==> config.mk <==
export PLATFORM = sky130hd
export DESIGN_NAME = calc_result_fifo_flat
export DESIGN_NICKNAME = d
export VERILOG_FILES = /design/src/rtl/calc_result_fifo_if.sv /design/src/rtl/calc_result_fifo.sv /design/src/flat_wrapper.sv
export SDC_FILE = /design/constraint.sdc
export NUM_CORES = 1
export LEC_CHECK = 0
export BUFFER_PORTS_ARGS = -buffer_cell sky130_fd_sc_hd__buf_2
export CAP_MARGIN = 20
export CORE_MARGIN = 10
export CORE_UTILIZATION = 40
export CTS_CLUSTER_SIZE = 14
export DETAILED_ROUTE_END_ITERATION = 10
export PLACE_DENSITY = 0.61
export RECOVER_POWER = 100
export SYNTH_ARGS = -nofsm -noshare
export SYNTH_HDL_FRONTEND = slang
export SYNTH_SLANG_ARGS = --single-unit
==> constraint.sdc <==
create_clock -name clk -period 10.63 [get_ports clk]
set_input_delay 2.6575 -clock clk [delete_from_list [all_inputs] [get_ports clk]]
set_output_delay 2.6575 -clock clk [all_outputs]
set_load 0.01 [all_outputs]
==> src/rtl/calc_result_fifo_if.sv <==
// Handshake bundle between the calc result stage, the result FIFO and its consumer.
// The master side drives results and consumer stall. The slave side is the FIFO.
interface calc_result_fifo_if #(
   parameter int DATA_W = 32,
   parameter int DEPTH  = 8
);
   logic                     in_valid;
   logic [DATA_W-1:0]        in_data;
   logic                     in_stall;
   logic                     out_valid;
   logic [DATA_W-1:0]        out_data;
   logic                     out_stall;
   logic [$clog2(DEPTH):0]   count;
   logic                     full;
   logic                     empty;
   logic                     overflow;

   modport master (
      output in_valid, in_data, out_stall,
      input  in_stall, out_valid, out_data, count, full, empty, overflow
   );

   modport slave (
      input  in_valid, in_data, out_stall,
      output in_stall, out_valid, out_data, count, full, empty, overflow
   );
endinterface

==> src/rtl/calc_result_fifo.sv <==
// First-word fall-through FIFO buffering calc results, with registered early back-pressure.
// Optional push/drop statistics are enabled by defining CALC_RESULT_FIFO_STATS_EN.
module calc_result_fifo #(
   parameter int DATA_W       = 32,
   parameter int DEPTH        = 8,
   parameter int STALL_MARGIN = 2
) (
   input  logic                clk,
   input  logic                rst,
   calc_result_fifo_if.slave   bus
`ifdef CALC_RESULT_FIFO_STATS_EN
   ,
   output logic [15:0]         stat_pushed,
   output logic [15:0]         stat_dropped
`endif
);
   localparam int AW = $clog2(DEPTH);
   localparam int CW = AW + 1;
   localparam logic [CW-1:0] FULL_CNT  = CW'(DEPTH);
   localparam logic [CW-1:0] STALL_CNT = CW'(DEPTH - STALL_MARGIN);

   logic [DATA_W-1:0] mem [DEPTH];
   logic [AW-1:0]     rd_ptr;
   logic [AW-1:0]     wr_ptr;
   logic [CW-1:0]     cnt;
   logic [CW-1:0]     cnt_next;
   logic              stall_q;
   logic              overflow_q;
   logic              pop;
   logic              push;
   logic              drop;

   // A pop frees the slot this cycle, so a full FIFO can still take a word alongside it.
   assign pop  = (cnt != '0) && !bus.out_stall;
   assign push = bus.in_valid && ((cnt != FULL_CNT) || pop);
   assign drop = bus.in_valid && !push;

   // NOTE: every always_comb output gets a default first so no path leaves it unassigned (no latch).
   always_comb begin
      cnt_next = cnt;
      if (push && !pop)
         cnt_next = cnt + CW'(1);
      else if (pop && !push)
         cnt_next = cnt - CW'(1);
   end

   // NOTE: sequential state uses non-blocking assignments so all registers see pre-edge values.
   always_ff @(posedge clk or posedge rst) begin
      if (rst) begin
         rd_ptr     <= '0;
         wr_ptr     <= '0;
         cnt        <= '0;
         stall_q    <= 1'b0;
         overflow_q <= 1'b0;
      end else begin
         if (push)
            wr_ptr <= wr_ptr + AW'(1);
         if (pop)
            rd_ptr <= rd_ptr + AW'(1);
         cnt        <= cnt_next;
         stall_q    <= (cnt_next >= STALL_CNT);
         overflow_q <= overflow_q | drop;
      end
   end

   // NOTE: storage has no reset; the pointers and count alone decide which entries are live.
   always_ff @(posedge clk) begin
      if (push)
         mem[wr_ptr] <= bus.in_data;
   end

   assign bus.out_data  = mem[rd_ptr];
   assign bus.out_valid = (cnt != '0);
   assign bus.empty     = (cnt == '0);
   assign bus.full      = (cnt == FULL_CNT);
   assign bus.count     = cnt;
   assign bus.in_stall  = stall_q;
   assign bus.overflow  = overflow_q;

`ifdef CALC_RESULT_FIFO_STATS_EN
   always_ff @(posedge clk or posedge rst) begin
      if (rst) begin
         stat_pushed  <= '0;
         stat_dropped <= '0;
      end else begin
         if (push && (stat_pushed != 16'hFFFF))
            stat_pushed <= stat_pushed + 16'd1;
         if (drop && (stat_dropped != 16'hFFFF))
            stat_dropped <= stat_dropped + 16'd1;
      end
   end
`endif
endmodule

==> src/flat_wrapper.sv <==
// flat-port wrapper written by rule: the top's interface ports become plain ports
module calc_result_fifo_flat 
#(
   parameter int DATA_W       = 32,
   parameter int DEPTH        = 8,
   parameter int STALL_MARGIN = 2
)
  (clk, rst, bus_in_valid, bus_in_data, bus_out_stall, bus_in_stall, bus_out_valid, bus_out_data, bus_count, bus_full, bus_empty, bus_overflow);
  calc_result_fifo_if #(.DATA_W(DATA_W), .DEPTH(DEPTH)) bus_i ();
  input  logic clk;
  input  logic rst;
  input wire logic [$bits(bus_i.in_valid)-1:0] bus_in_valid;
  input wire logic [$bits(bus_i.in_data)-1:0] bus_in_data;
  input wire logic [$bits(bus_i.out_stall)-1:0] bus_out_stall;
  output wire logic [$bits(bus_i.in_stall)-1:0] bus_in_stall;
  output wire logic [$bits(bus_i.out_valid)-1:0] bus_out_valid;
  output wire logic [$bits(bus_i.out_data)-1:0] bus_out_data;
  output wire logic [$bits(bus_i.count)-1:0] bus_count;
  output wire logic [$bits(bus_i.full)-1:0] bus_full;
  output wire logic [$bits(bus_i.empty)-1:0] bus_empty;
  output wire logic [$bits(bus_i.overflow)-1:0] bus_overflow;
  assign bus_i.in_valid = bus_in_valid;
  assign bus_i.in_data = bus_in_data;
  assign bus_i.out_stall = bus_out_stall;
  assign bus_in_stall = bus_i.in_stall;
  assign bus_out_valid = bus_i.out_valid;
  assign bus_out_data = bus_i.out_data;
  assign bus_count = bus_i.count;
  assign bus_full = bus_i.full;
  assign bus_empty = bus_i.empty;
  assign bus_overflow = bus_i.overflow;
  calc_result_fifo #(.DATA_W(DATA_W), .DEPTH(DEPTH), .STALL_MARGIN(STALL_MARGIN)) u_core (.clk(clk), .rst(rst), .bus(bus_i));
endmodule
Word level (Yosys, flattened, before mapping):

Memory sizes are Yosys's and may differ from the RTL's.
Index checks and enable logic that the tools add are counted.

* bits in registers: 12
* memory bits (writable): 256
* bits of input ports: 36
* output and inout port bits: 41
* logic and storage cells: 29
* memories kept: 1

Memories
* u_core.mem: words 8, bits a word 32, rd ports 1, clocked after Yosys merged registers in 0, write ports 1, RTL line calc_result_fifo.sv:22 `logic [DATA_W-1:0] mem [DEPTH];`

* $add $sub $neg: 4
* $lt $le $gt $ge: 1
* equal/unequal tests: 2
* muxes and demuxes: 4
* bitwise gates (word level): 1
* reduce and logical (&&, ||, !) cells: 11

Operators by type and width (count)
* $mux W4: 2
* $add A3 B1 Y3 const B: 2
* $logic_and A1 B1 Y1: 5
* $add A4 B1 Y4 const B: 1
* $eq A4 B4 Y1 const B: 1
* $ge A4 B3 Y1 const B: 1
* $logic_not A4 Y1: 1
* $ne A4 B4 Y1 const B: 1
* $reduce_bool A4 Y1: 1
* $sub A4 B1 Y4 const B: 1
* $logic_not A1 Y1: 3
* $mux W1: 2
* $logic_or A1 B1 Y1: 1
* $or A1 B1 Y1: 1

Logic depth before layout (Yosys ltp):

* word-level depth: 9
* depth in mapped cells: 8
* depth with buffers taken out: 7

Least setup slack after synthesis:

No wires, ideal clock.

* path type: input-to-reg
* start: in bus_out_stall
* end: mem u_core.mem[0][0], enable pin
* setup time: 0.501 ns
* arrival: 6.148 ns
* required time: 10.129 ns
* path slack: 3.981 ns
* stages on the path: 4
* buffers on the path: 1
* path through: clkbuf_8 nand4b_1 nand2_1 nor4_1

* longest elaborated chain between the ends: 6

RTL lines
* from (decl): RTL line flat_wrapper.sv:14 `input wire logic [$bits(bus_i.out_stall)-1:0] bus_out_stall;`
* $logic_not A1 Y1: RTL line calc_result_fifo.sv:34 `assign pop = (cnt != '0) && !bus.out_stall;`
* $logic_and A1 B1 Y1: RTL line calc_result_fifo.sv:34
* $logic_or A1 B1 Y1: RTL line calc_result_fifo.sv:35 `assign push = bus.in_valid && ((cnt != FULL_CNT) || pop);`
* $logic_and A1 B1 Y1: RTL line calc_result_fifo.sv:35
* $mux W1: RTL line calc_result_fifo.sv:68 `if (push)`
* $mux W1 (not written as such): RTL line calc_result_fifo.sv:69 `mem[wr_ptr] <= bus.in_data;`
* to (decl): RTL line calc_result_fifo.sv:22

No other way between the ends.

Worst setup path in the final report:

* start: reg u_core.rd_ptr[1]
* end: out bus_out_data[2]

* longest elaborated chain between the ends: 1

RTL lines
* from (decl): RTL line calc_result_fifo.sv:23 `logic [AW-1:0] rd_ptr;`
* from (signal assigned): RTL line calc_result_fifo.sv:59 `rd_ptr <= rd_ptr + AW'(1);`
* $mem_v2 Z8 W32
* to (decl): RTL line flat_wrapper.sv:17 `output wire logic [$bits(bus_i.out_data)-1:0] bus_out_data;`

No other way between the ends.

==> impl_metrics.ini <==
[run_status]
status = finished with violations
failed_checks = capacitance limit, slew limit

[sta]
setup_ws_ps = 4010
final_max_slew_viol_count = 281
grt_setup_unrepaired = false
hold_viol_final = 0
period_share = 0.622
finalSetupViolCount = 0
period_needed_ps = 6620
max-slew-margin-rel = -1.02
holdWs_ps = 476
tightest_slew_ps = 3030
clock.fmax_mhz = 151
fin_tns_setup_ps = 0
final.setup_skew_ps = 9.79

[floorplanning]
rows = 58
coreArea_mm2 = 0.0253
fp.dieH_um = 181
start_util = 0.408
die_w_um = 181
ioPinCount = 77
die-area_mm2 = 0.0327

[logic_synthesis]
yosys_warnings = 0
synth_area_leaders = edfxtp_1, mux4_2, mux2_2, dfrtp_1, ha_1
avgSynthCellArea_um2 = 23.0
yosysTopAreaCell = edfxtp_1
yosys.area_share.simple = 0.0171
synthArstFlopShare = 0.0448
synth_commonest_cells = edfxtp_1, mux4_2, mux2_2
synth_top_area_frac = 0.744
synthAdderAreaFrac = 0.00484
synth-compound-area-share = 0.0105
synth-seq-area-share = 0.773
synth_top_family_by_area = multiplexers
synth_edf_count = 256
ys_seq_elements = 268
synth_xor_xnor_area_share = 0.00424
synth_nets = 490
netlist_area_mm2 = 0.0103
synth.distinct_cells = 37
synth_mux_area_frac = 0.175
syn_inst = 450
yosys_most_used_dff = edfxtp_1
synth_most_common_cell = edfxtp_1

[layout]
seq_area_mm2 = 0.00799
syn2layout_area_growth_pct = 14.9
antenna_cells = 0
final_core_util = 0.469
multiInputGateArea_mm2 = 0.00221
drive_gt1_frac = 0.261
final_net_count = 587
fill_cells = 2118

[setup_path]
critPathLaunchType = register
worst-endpoint-arrival_ps = 3960
crit_path_end_kind = primary output
crit_fanout = 66
crit_type = reg2out
required_ps = 7970

[grt]
grt_pass1_wl_um = 30700
grt_max_degree = 67
grt.total_usage = 0.120
gr-total-overflow = 0
antenna_found_initial = 1
grt_pass1_vias = 5027

[pwr]
ir_drop_mv = 0.170
p_per_area_mw_per_mm2 = 280
p_leak_nw = 3.74
finalPower_mw = 3.32

[route]
wl_met2_um = 10200
wire_per_inst_um = 22.5
highest_layer = met5
wl_met1_um = 8540
drt_wl_total_um = 20100
wl_met3_um = 956
vias = 4683
drt_pass1_iterations = 4
vias_per_cell = 5.24
detail-route-antenna-nets = 0
first_iter_violations = 252
drc = 0

[flow_run]
maxCapViolCount = 9

[clocking]
h-tree-depth = 1
cts_resized = 0
postCtsSetupBuffers = 0
cts_inserted_buffers = 29
clk_pin_slew_ps = 50
clockBufferDepth = 3
cts_hold_buf = 0
cts_tree = built
cts-root-buf = clkbuf_16
cts_sinks = 268
clock_latency_ps = 520

[placed_design]
gp_congestion = 0.705
dp_slack_ps = 5280
port_buffers = 76
hpwl_um = 11400

[worst_hold_path]
holdCritPathClass = reg2reg
## cell type report
cell class	count	area share
Tap cell	330	0.0348
Clock buffer	38	0.0639
Inverter	7	0.00232
Multi-Input combinational cell	154	0.186
Sequential cell	268	0.673
Timing Repair Buffer	87	0.0295
Clock inverter	10	0.0107
## cell families (layout without fill, tap and decap cells)
logic type	Yosys count	count (layout)
and+or+nand+nor	33	33
buffers and inverters	28	142
AOI/OAI and AO/OA	15	15
DFF	268	268
adders and majority gates	4	4
muxes	97	97
xor gates and xnor gates	5	5
## flip-flops by register name (all words and copies together), names as in the netlist
| name | flops |
|---|---|
| u_core.bus.count | 4 |
| u_core.bus.in_stall | 1 |
| u_core.bus.overflow | 1 |
| u_core.mem | 256 |
| u_core.rd_ptr | 3 |
| u_core.wr_ptr | 3 |
## routing by layer
metal | vias to the layer above | GRT usage
met5 | - | 0
met4 | 2 | 0.0279
met3 | 38 | 0.0270
met2 | 99 | 0.205
met1 | 2461 | 0.153
li1 | 2083 | -
## report_power, final
part	switching, mW	internal (mW)
registers	0.176	1.34
clock network	0.368	0.569
logic	0.405	0.465
total	0.950	2.37
## worst max-delay path, stage by stage (launching register included)
cell and delay, ps:
dfrtp_1 2410, mux4_2 490, mux2_1 370, buf_2 160
## through the flow
stage	cell area, µm²	cells
after detailed placement	11100	846
after global placement	11100	846
after floorplan	10300	450
after global routing	11900	894
final	11900	894
after CTS	12000	894
## path summary, 6_finish.rpt
kind,start,end,slack (ps),cells past startpoint
worst min-delay path,u_core.bus.overflow,u_core.bus.overflow,480,1
max in group asynchronous,rst,u_core.rd_ptr[0],8130,2
worst max register to register,u_core.bus.count[0],u_core.mem[1][16],6200,7
min in group asynchronous,rst,u_core.bus.overflow,2140,2
worst max-delay path,u_core.rd_ptr[1],bus_out_data[2],4010,3
worst min register to register,u_core.bus.overflow,u_core.bus.overflow,480,1
## placed cells by master (no fill, tap or decap), types with 2 or more instances in the layout
| cell | Yosys | routed |
|---|---|---|
| clkinv_2 | 0 | 2 |
| clkbuf_1 | 5 | 79 |
| nand2_1 | 8 | 8 |
| o32ai_1 | 2 | 2 |
| edfxtp_1 | 256 | 256 |
| buf_2 | 3 | 16 |
| a32oi_1 | 2 | 2 |
| nand3_1 | 2 | 2 |
| ha_1 | 4 | 4 |
| xnor2_1 | 5 | 5 |
| mux2_2 | 33 | 21 |
| clkbuf_16 | 0 | 29 |
| nor2_4 | 0 | 2 |
| o21a_1 | 3 | 3 |
| a21oi_1 | 3 | 3 |
| bufinv_16 | 0 | 3 |
| nor2_1 | 6 | 4 |
| clkinv_1 | 0 | 3 |
| nand2b_1 | 2 | 2 |
| inv_1 | 6 | 6 |
| nor3_2 | 1 | 2 |
| nor3_1 | 6 | 5 |
| mux4_2 | 64 | 64 |
| dfrtp_1 | 12 | 10 |
| mux2_1 | 0 | 12 |
Power figures use the tool's default switching activity.
